===== src/rtl/sort_pipe_hs.sv =====
// sort_pipe_hs: W-stage valid/ready min/max extraction sorter; i_chi/i_desc in via i_valid/o_ready, o_y/o_idx/o_desc out via o_valid/i_ready, o_occ = busy stages
module sort_pipe_hs #(
  parameter int M = 8,
  parameter int N = 8,
  parameter int W = 4
) (
  input  logic                         clk,
  input  logic                         rst,
  input  logic                         i_valid,
  output logic                         o_ready,
  input  logic [M*N-1:0]               i_chi,
  input  logic                         i_desc,
  output logic                         o_valid,
  input  logic                         i_ready,
  output logic [W*N-1:0]               o_y,
  output logic [W*$clog2(M)-1:0]       o_idx,
  output logic                         o_desc,
  output logic [$clog2(W+1)-1:0]       o_occ
);
  localparam int IW = $clog2(M);
  localparam int OW = $clog2(W+1);
  logic [W:0]        stage_ready;
  logic              q_valid [W];
  logic [M*N-1:0]    q_val   [W];
  logic [M-1:0]      q_alive [W];
  logic              q_desc  [W];
  logic [W*N-1:0]    q_y     [W];
  logic [W*IW-1:0]   q_idx   [W];
  assign stage_ready[W] = i_ready;
  assign o_ready = stage_ready[0];
  for (genvar k = 0; k < W; k++) begin : g_stage
    logic              u_valid, u_desc, r_valid, r_desc;
    logic [M*N-1:0]    u_val, r_val;
    logic [M-1:0]      u_alive, r_alive, alive_n;
    logic [W*N-1:0]    u_y, r_y, y_n;
    logic [W*IW-1:0]   u_idx, r_idx, idx_n;
    logic [N-1:0]      best;
    logic [IW-1:0]     sel;
    logic              found;
    if (k == 0) begin : g_in
      assign {u_valid, u_val, u_alive, u_desc, u_y, u_idx} =
        {i_valid, i_chi, {M{1'b1}}, i_desc, {W*N{1'b0}}, {W*IW{1'b0}}};
    end else begin : g_up
      assign {u_valid, u_val, u_alive, u_desc, u_y, u_idx} =
        {q_valid[k-1], q_val[k-1], q_alive[k-1], q_desc[k-1], q_y[k-1], q_idx[k-1]};
    end
    assign stage_ready[k] = !r_valid || stage_ready[k+1];
    // strict comparison while scanning upward keeps the lowest index on ties
    always_comb begin
      best = '0;
      sel = '0;
      found = 1'b0;
      for (int j = 0; j < M; j++) begin
        if (u_alive[j] && (!found || (u_desc ? u_val[j*N +: N] > best : u_val[j*N +: N] < best))) begin
          found = 1'b1;
          best = u_val[j*N +: N];
          sel = IW'(j);
        end
      end
      alive_n = u_alive & ~(M'(1) << sel);
      y_n = u_y;
      y_n[k*N +: N] = best;
      idx_n = u_idx;
      idx_n[k*IW +: IW] = sel;
    end
    always_ff @(posedge clk or posedge rst) begin
      if (rst) begin
        r_valid <= 1'b0;
        r_val <= '0;
        r_alive <= '0;
        r_desc <= 1'b0;
        r_y <= '0;
        r_idx <= '0;
      end else begin
        if (stage_ready[k]) r_valid <= u_valid;
        if (u_valid && stage_ready[k]) begin
          r_val <= u_val;
          r_alive <= alive_n;
          r_desc <= u_desc;
          r_y <= y_n;
          r_idx <= idx_n;
        end
      end
    end
    assign q_valid[k] = r_valid;
    assign q_val[k] = r_val;
    assign q_alive[k] = r_alive;
    assign q_desc[k] = r_desc;
    assign q_y[k] = r_y;
    assign q_idx[k] = r_idx;
  end
  assign o_valid = q_valid[W-1];
  assign o_y = q_y[W-1];
  assign o_idx = q_idx[W-1];
  assign o_desc = q_desc[W-1];
  always_comb begin
    o_occ = '0;
    for (int i = 0; i < W; i++) o_occ = o_occ + OW'(q_valid[i]);
  end
endmodule


===== config.mk =====
export PLATFORM = sky130hd
export DESIGN_NAME = sort_pipe_hs
export DESIGN_NICKNAME = d
export VERILOG_FILES = /design/src/rtl/sort_pipe_hs.sv
export SDC_FILE = /design/constraint.sdc
export NUM_CORES = 1
export LEC_CHECK = 0
export BUFFER_PORTS_ARGS = -buffer_cell sky130_fd_sc_hd__buf_2
export CORE_ASPECT_RATIO = 0.8
export CORE_UTILIZATION = 45
export CTS_BUF_LIST = sky130_fd_sc_hd__clkbuf_8
export DETAILED_ROUTE_END_ITERATION = 10
export GPL_TIMING_DRIVEN = 0
export RECOVER_POWER = 100
export SYNTH_ARGS = -nofsm -noshare
export SYNTH_HDL_FRONTEND = slang
export SYNTH_SLANG_ARGS = --single-unit

===== constraint.sdc =====
create_clock -name clk -period 44.1 [get_ports clk]
set_input_delay 2.205 -clock clk [delete_from_list [all_inputs] [get_ports clk]]
set_output_delay 2.205 -clock clk [all_outputs]
set_load 0.01 [all_outputs]

== Word level (Yosys, flattened, before mapping) ==
Index checks and enable logic that the tools add are counted.
Operators by class
  add/subtract/negate cells: 3
  $lt $le $gt $ge: 56
  shift operators: 3
  multiplexer cells: 108
  bitwise operators: 5
  reduce and logical (&&, ||, !) cells: 75
Operator list (number)
  2-to-1 mux 8 bit: 31
  > comparator 8 bit: 28
  less-than comparator 8 bit: 28
  2-to-1 mux 3 bit: 21
  2-to-1 mux 1 bit: 53
  logical AND 1 bit: 25
  logical NOT 1 bit: 25
  logical OR 1 bit: 25
  NOT 8 bit: 3
  left shift 1 x 3 -> 8 bit (first input constant): 3
  bitwise AND 8 bit: 2
  2-to-1 mux 2 bit: 3
  adder 2 x 1 -> 3 bit: 1
  adder 3 x 1 -> 3 bit: 1
  adder 1 x 1 -> 2 bit: 1
Word-level totals
  register bits after elaboration: 334
  bits of input ports: 69
  output and inout bits: 50
  logic and storage cells: 272

== Longest topological paths before layout ==
  depth after elaboration: 39
  mapped depth: 75
  gate-level depth less buffers: 65

== Worst setup path before layout ==
OpenSTA, ideal clock, no wires.
  kind: register to register
  start point: register g_stage[0].r_alive[0]
  end point: register g_stage[1].r_y[8]
  setup time: 0.082 ns
  arrival time: 14.504 ns
  required time: 44.018 ns
  setup slack: 29.514 ns
  cell stages (with the launch flop): 74
  buffers on the path: 10
  period minus slack after synthesis: 14.586 ns
  path through: dfrtp_1 clkbuf_1 clkbuf_1 nand2_1 ha_1 a21o_1 a21oi_1 nor2b_1 or4_1 a21o_1 a32oi_1 ha_1 nor2b_1 o21a_1 o21a_1 o21bai_1 a211oi_1 a311oi_2 (+38 left out) o21a_1 o21bai_1 a21oi_1 o31ai_1 clkbuf_1 nand2_1 o31a_1 ha_1 nor2b_1 o21a_1 o21a_1 o21bai_1 a21oi_1 o21ai_2 nand2_1 buf_2 or4_1 o22ai_1
On the way
  longest elaborated chain between the ends: 36
  elaborated cells on any way between the ends: 57
  those cells by class: order compare: 14; mux: 22; reduce/logical: 21
Ends and longest elaborated chain
  start, declared: RTL line 34  | logic [M-1:0] u_alive, r_alive, alive_n;
  start signal, assigned: RTL line 78  | r_alive <= alive_n;
  2-to-1 mux 8 bit: RTL line 54  | if (u_alive[j] && (!found || (u_desc ? u_val[j*N +: N] > best : u_val[j*N +: N] < best))) begin
  less-than comparator 8 bit or > comparator 8 bit (tied branches): RTL line 54
  2-to-1 mux 1 bit: RTL line 54
  logical OR 1 bit: RTL line 54
  logical AND 1 bit: RTL line 54
  2-to-1 mux 8 bit: RTL line 54
  less-than comparator 8 bit or > comparator 8 bit (tied branches): RTL line 54
  2-to-1 mux 1 bit: RTL line 54
  (+20 left out)
  logical OR 1 bit: RTL line 54
  logical AND 1 bit: RTL line 54
  2-to-1 mux 8 bit: RTL line 54
  less-than comparator 8 bit or > comparator 8 bit (tied branches): RTL line 54
  2-to-1 mux 1 bit: RTL line 54
  logical OR 1 bit: RTL line 54
  logical AND 1 bit: RTL line 54
  2-to-1 mux 8 bit *: RTL line 54
  end signal, assigned: RTL line 80  | r_y <= y_n;
  end, declared: RTL line 35  | logic [W*N-1:0] u_y, r_y, y_n;
Mark *: on every way between the ends. The rest lies on a longest branch, timed or not.
A chain may end at the register's enable or synchronous reset.

== Worst setup path after layout ==
  start point: register g_stage[1].r_alive[0]
  end point: register g_stage[2].r_alive[0]
On the way
  longest elaborated chain between the ends: 39
  elaborated cells on any way between the ends: 66
  those cells by class: order compare: 14; shift: 1; mux: 28; bitwise: 2; reduce/logical: 21
Ends and longest elaborated chain
  start, declared: RTL line 34
  start signal, assigned: RTL line 78
  2-to-1 mux 8 bit: RTL line 54
  less-than comparator 8 bit or > comparator 8 bit (tied branches): RTL line 54
  2-to-1 mux 1 bit: RTL line 54
  logical OR 1 bit: RTL line 54
  logical AND 1 bit: RTL line 54
  2-to-1 mux 8 bit: RTL line 54
  less-than comparator 8 bit or > comparator 8 bit (tied branches): RTL line 54
  2-to-1 mux 1 bit: RTL line 54
  (+23 left out)
  less-than comparator 8 bit or > comparator 8 bit (tied branches): RTL line 54
  2-to-1 mux 1 bit: RTL line 54
  logical OR 1 bit: RTL line 54
  logical AND 1 bit: RTL line 54
  2-to-1 mux 3 bit: RTL line 54
  left shift 1 x 3 -> 8 bit: RTL line 60  | alive_n = u_alive & ~(M'(1) << sel);
  NOT 8 bit: RTL line 60
  bitwise AND 8 bit *: RTL line 60
  end signal, assigned: RTL line 78
  end, declared: RTL line 34
Marked as above.

==> flow_metrics.tcl <==
set metrics [dict create \
    ios 119 \
    worstSetupStartpointType "flop" \
    dp_hpwl_um 63300 \
    synthFlopType "dfrtp_1" \
    grt_usage_pct 31.4 \
    syn_to_final_growth_pct 11.6 \
    post-cts-setup-buffer-count 0 \
    antenna_found_initial 0 \
    cts_sinks 334 \
    finalSetupTns_ns 0 \
    gp_congestion 0.963 \
    clk_latency_ns 0.69 \
    cp_max_fo 10 \
    period_minus_slack_ns 21.18 \
    syn_avg_cell_area_um2 8.44 \
    grt_max_degree 119 \
    r2r-start "g_stage[1].r_alive[0]$_DFFE_PP0P_" \
    synthesis.area_um2 22200 \
    ys_types 92 \
    ys_warn_count 0 \
    grt_pass1_wl_um 121000 \
    num_vias 20614 \
    drt_iter0_markers 1797 \
    final-hold-violation-count 0 \
    core_um2 48600 \
    max_stage_delay_ns 1.58 \
    cpMostUsedCell "clkbuf_1" \
    portBuffers 118 \
    ctsRootBufferMaster "clkbuf_8" \
    synth_top_area_share_pct 37.6 \
    dp_slack_ns 26.19 \
    syn_nets 2929 \
    synth.most_common_cell "nand2_1" \
    fp.dieW_um 250 \
    cts_buffers 56 \
    dp.cells 3382 \
    drive_above_1_share_pct 8.08 \
    r2r-end "g_stage[2].r_alive[0]$_DFFE_PP0P_" \
    rsz0062_at_grt "false" \
    critical_path_class "reg2reg" \
    synth_edf_count 0 \
    crit_path_top_delay_cell "nor4b_1" \
    ff2ff_path_depth 68 \
    worstHoldStart "g_stage[2].r_y[1]$_DFFE_PP0P_" \
    setup_viol 0 \
    drt_pass1_iterations 5 \
    clk_pin_slew_worst_paths_ns 0.06 \
    ys_top_cells_by_count "nand2_1 (798), dfrtp_1 (334), ha_1 (226)" \
    maxCapViolations 5 \
    syn_inst 2633 \
    status "finished, violations left" \
    cp-end-kind "flop" \
    violations "max-capacitance violations, max-slew violations" \
    postCtsResizedCells 0 \
    yosysSeqAreaShare_pct 37.6 \
    reg2reg_slack_ns 22.92 \
    die_y_um 201 \
    start_util_pct 45.7 \
    max_freq_mhz 47.2 \
    min_to "o_y[1]$_DFFE_PP0P_" \
    fp.dieArea_um2 50300 \
    drc 0 \
    synth_seq_cells 334 \
    crit_arrival_ns 21.61 \
    ys_top_cells_by_area "dfrtp_1 (38%), nand2_1 (13%), ha_1 (13%), o21ai_0 (3.6%), a21oi_1 (2.5%)" \
    tightest_slew_ns 6.25 \
    hold_depth 2 \
    finalClockSkew_ns 0.0589 \
    wl_per_cell_um 22.6 \
    layout.cells.non_filler 3489 \
    async_reset_ff_share_pct 100 \
    nNetsFinal 3107 \
    core.rowCount 72 \
    drv_slew 356 \
    slew_headroom_pct -317 \
    cts_tree "done" \
    post-route-period-util_pct 48.0 \
    h-tree-depth 2 \
    hp-class "reg2reg" \
    antenna_left 0 \
    grt_pass1_vias 19918 \
    overflow 0 \
    fin_ws_ns 22.92 \
    drt_wl_total_um 78900 \
    hold_buffers 0 \
    critPathRequiredTime_ns 44.53 \
    routed_via_density 5.91 \
    yosys.area.top_type "dfrtp_1" \
    cts_max_path_buffers 3 \
]
[critical path: cells and delay by family, from the launching register on]
family | cells | cell delay [ns]
AOI/OAI and AO/OA | 34 | 7.89
adders and majority gates | 7 | 2.21
buffers and inverters | 11 | 4.46
DFF | 1 | 0.49
muxes | 3 | 1.78
and+or+nand+nor | 13 | 4.09
[per-layer routing]
layer	share of wire [%]	wire, um	vias to the layer above	track usage (%)
li1	-	-	9716	-
met2	42	33000	692	45.3
met4	0.95	753	0	4.91
met5	0	0	-	0
met3	7.9	6240	63	6.54
met1	49	38900	10143	48.4
[area by class of cell]
type | count | area (um2)
Inverter | 100 | 377
Buffer | 131 | 515
Timing Repair Buffer | 120 | 533
Antenna cell | 1 | 2.50
Fill cell | 4766 | 23800
Clock inverter | 28 | 327
Sequential cell | 334 | 8360
Clock buffer | 78 | 1070
Multi-Input combinational cell | 2068 | 12800
Tap cell | 629 | 787
[worst max path at each step]
stage	startpoint	to	slack [ns]
floorplan	g_stage[0].r_alive[0]$_DFFE_PP0P_	g_stage[1].r_y[8]$_DFFE_PP0P_	29.51
CTS	g_stage[0].r_alive[0]$_DFFE_PP0P_	g_stage[1].r_y[9]$_DFFE_PP0P_	26.12
detailed placement	g_stage[0].r_alive[0]$_DFFE_PP0P_	g_stage[1].r_y[9]$_DFFE_PP0P_	26.19
global route	g_stage[1].r_alive[0]$_DFFE_PP0P_	g_stage[2].r_alive[0]$_DFFE_PP0P_	21.66
finish	g_stage[1].r_alive[0]$_DFFE_PP0P_	g_stage[2].r_alive[0]$_DFFE_PP0P_	22.92
global placement	g_stage[0].r_alive[0]$_DFFE_PP0P_	g_stage[1].r_y[9]$_DFFE_PP0P_	26.33
[registers in the layout (all words and copies together) (netlist names)]
name,cells
g_stage.r_idx,18
g_stage.r_y,48
o_idx,12
g_stage.r_val,192
g_stage.r_alive,24
o_valid,1
g_stage.r_valid,3
g_stage.r_desc,3
o_desc,1
o_y,32
[layout by cell type (no fill, tap or decap), types with 53 or more instances in the layout]
| master | netlist | routed |
|---|---|---|
| nor2_1 | 76 | 78 |
| o21ai_0 | 158 | 166 |
| clkbuf_8 | 0 | 78 |
| nand4_1 | 69 | 70 |
| ha_1 | 226 | 226 |
| buf_2 | 17 | 70 |
| o21a_1 | 53 | 53 |
| dfrtp_1 | 334 | 334 |
| nand2_1 | 798 | 798 |
| a21o_1 | 60 | 60 |
| clkbuf_1 | 88 | 178 |
| a21oi_1 | 112 | 113 |
| inv_1 | 100 | 110 |
[stage by stage]
stage	hold WS (ns)	instance area (um2)	utilization (%)
6_report	0.463	24800	51.1
5_1_grt	0.491	24800	51.1
4_1_cts	0.470	25100	51.6
3_5_place_dp	0.454	23700	48.7
3_3_place_gp	0.451	23600	48.6
2_1_floorplan	0.439	22200	-
[cell families after synthesis]
group           after synthesis  synth area share (%)
simple gates               1111                  21.8
compound gates              684                  21.3
flops                       334                  37.6
buf+inv                     231                  4.21
fa+ha+maj                   227                  12.8
mux                          46                  2.21
Power is left out: the tool's default activity adds up to more than one toggle a clock period on the data nets, which glitch-free logic cannot reach.
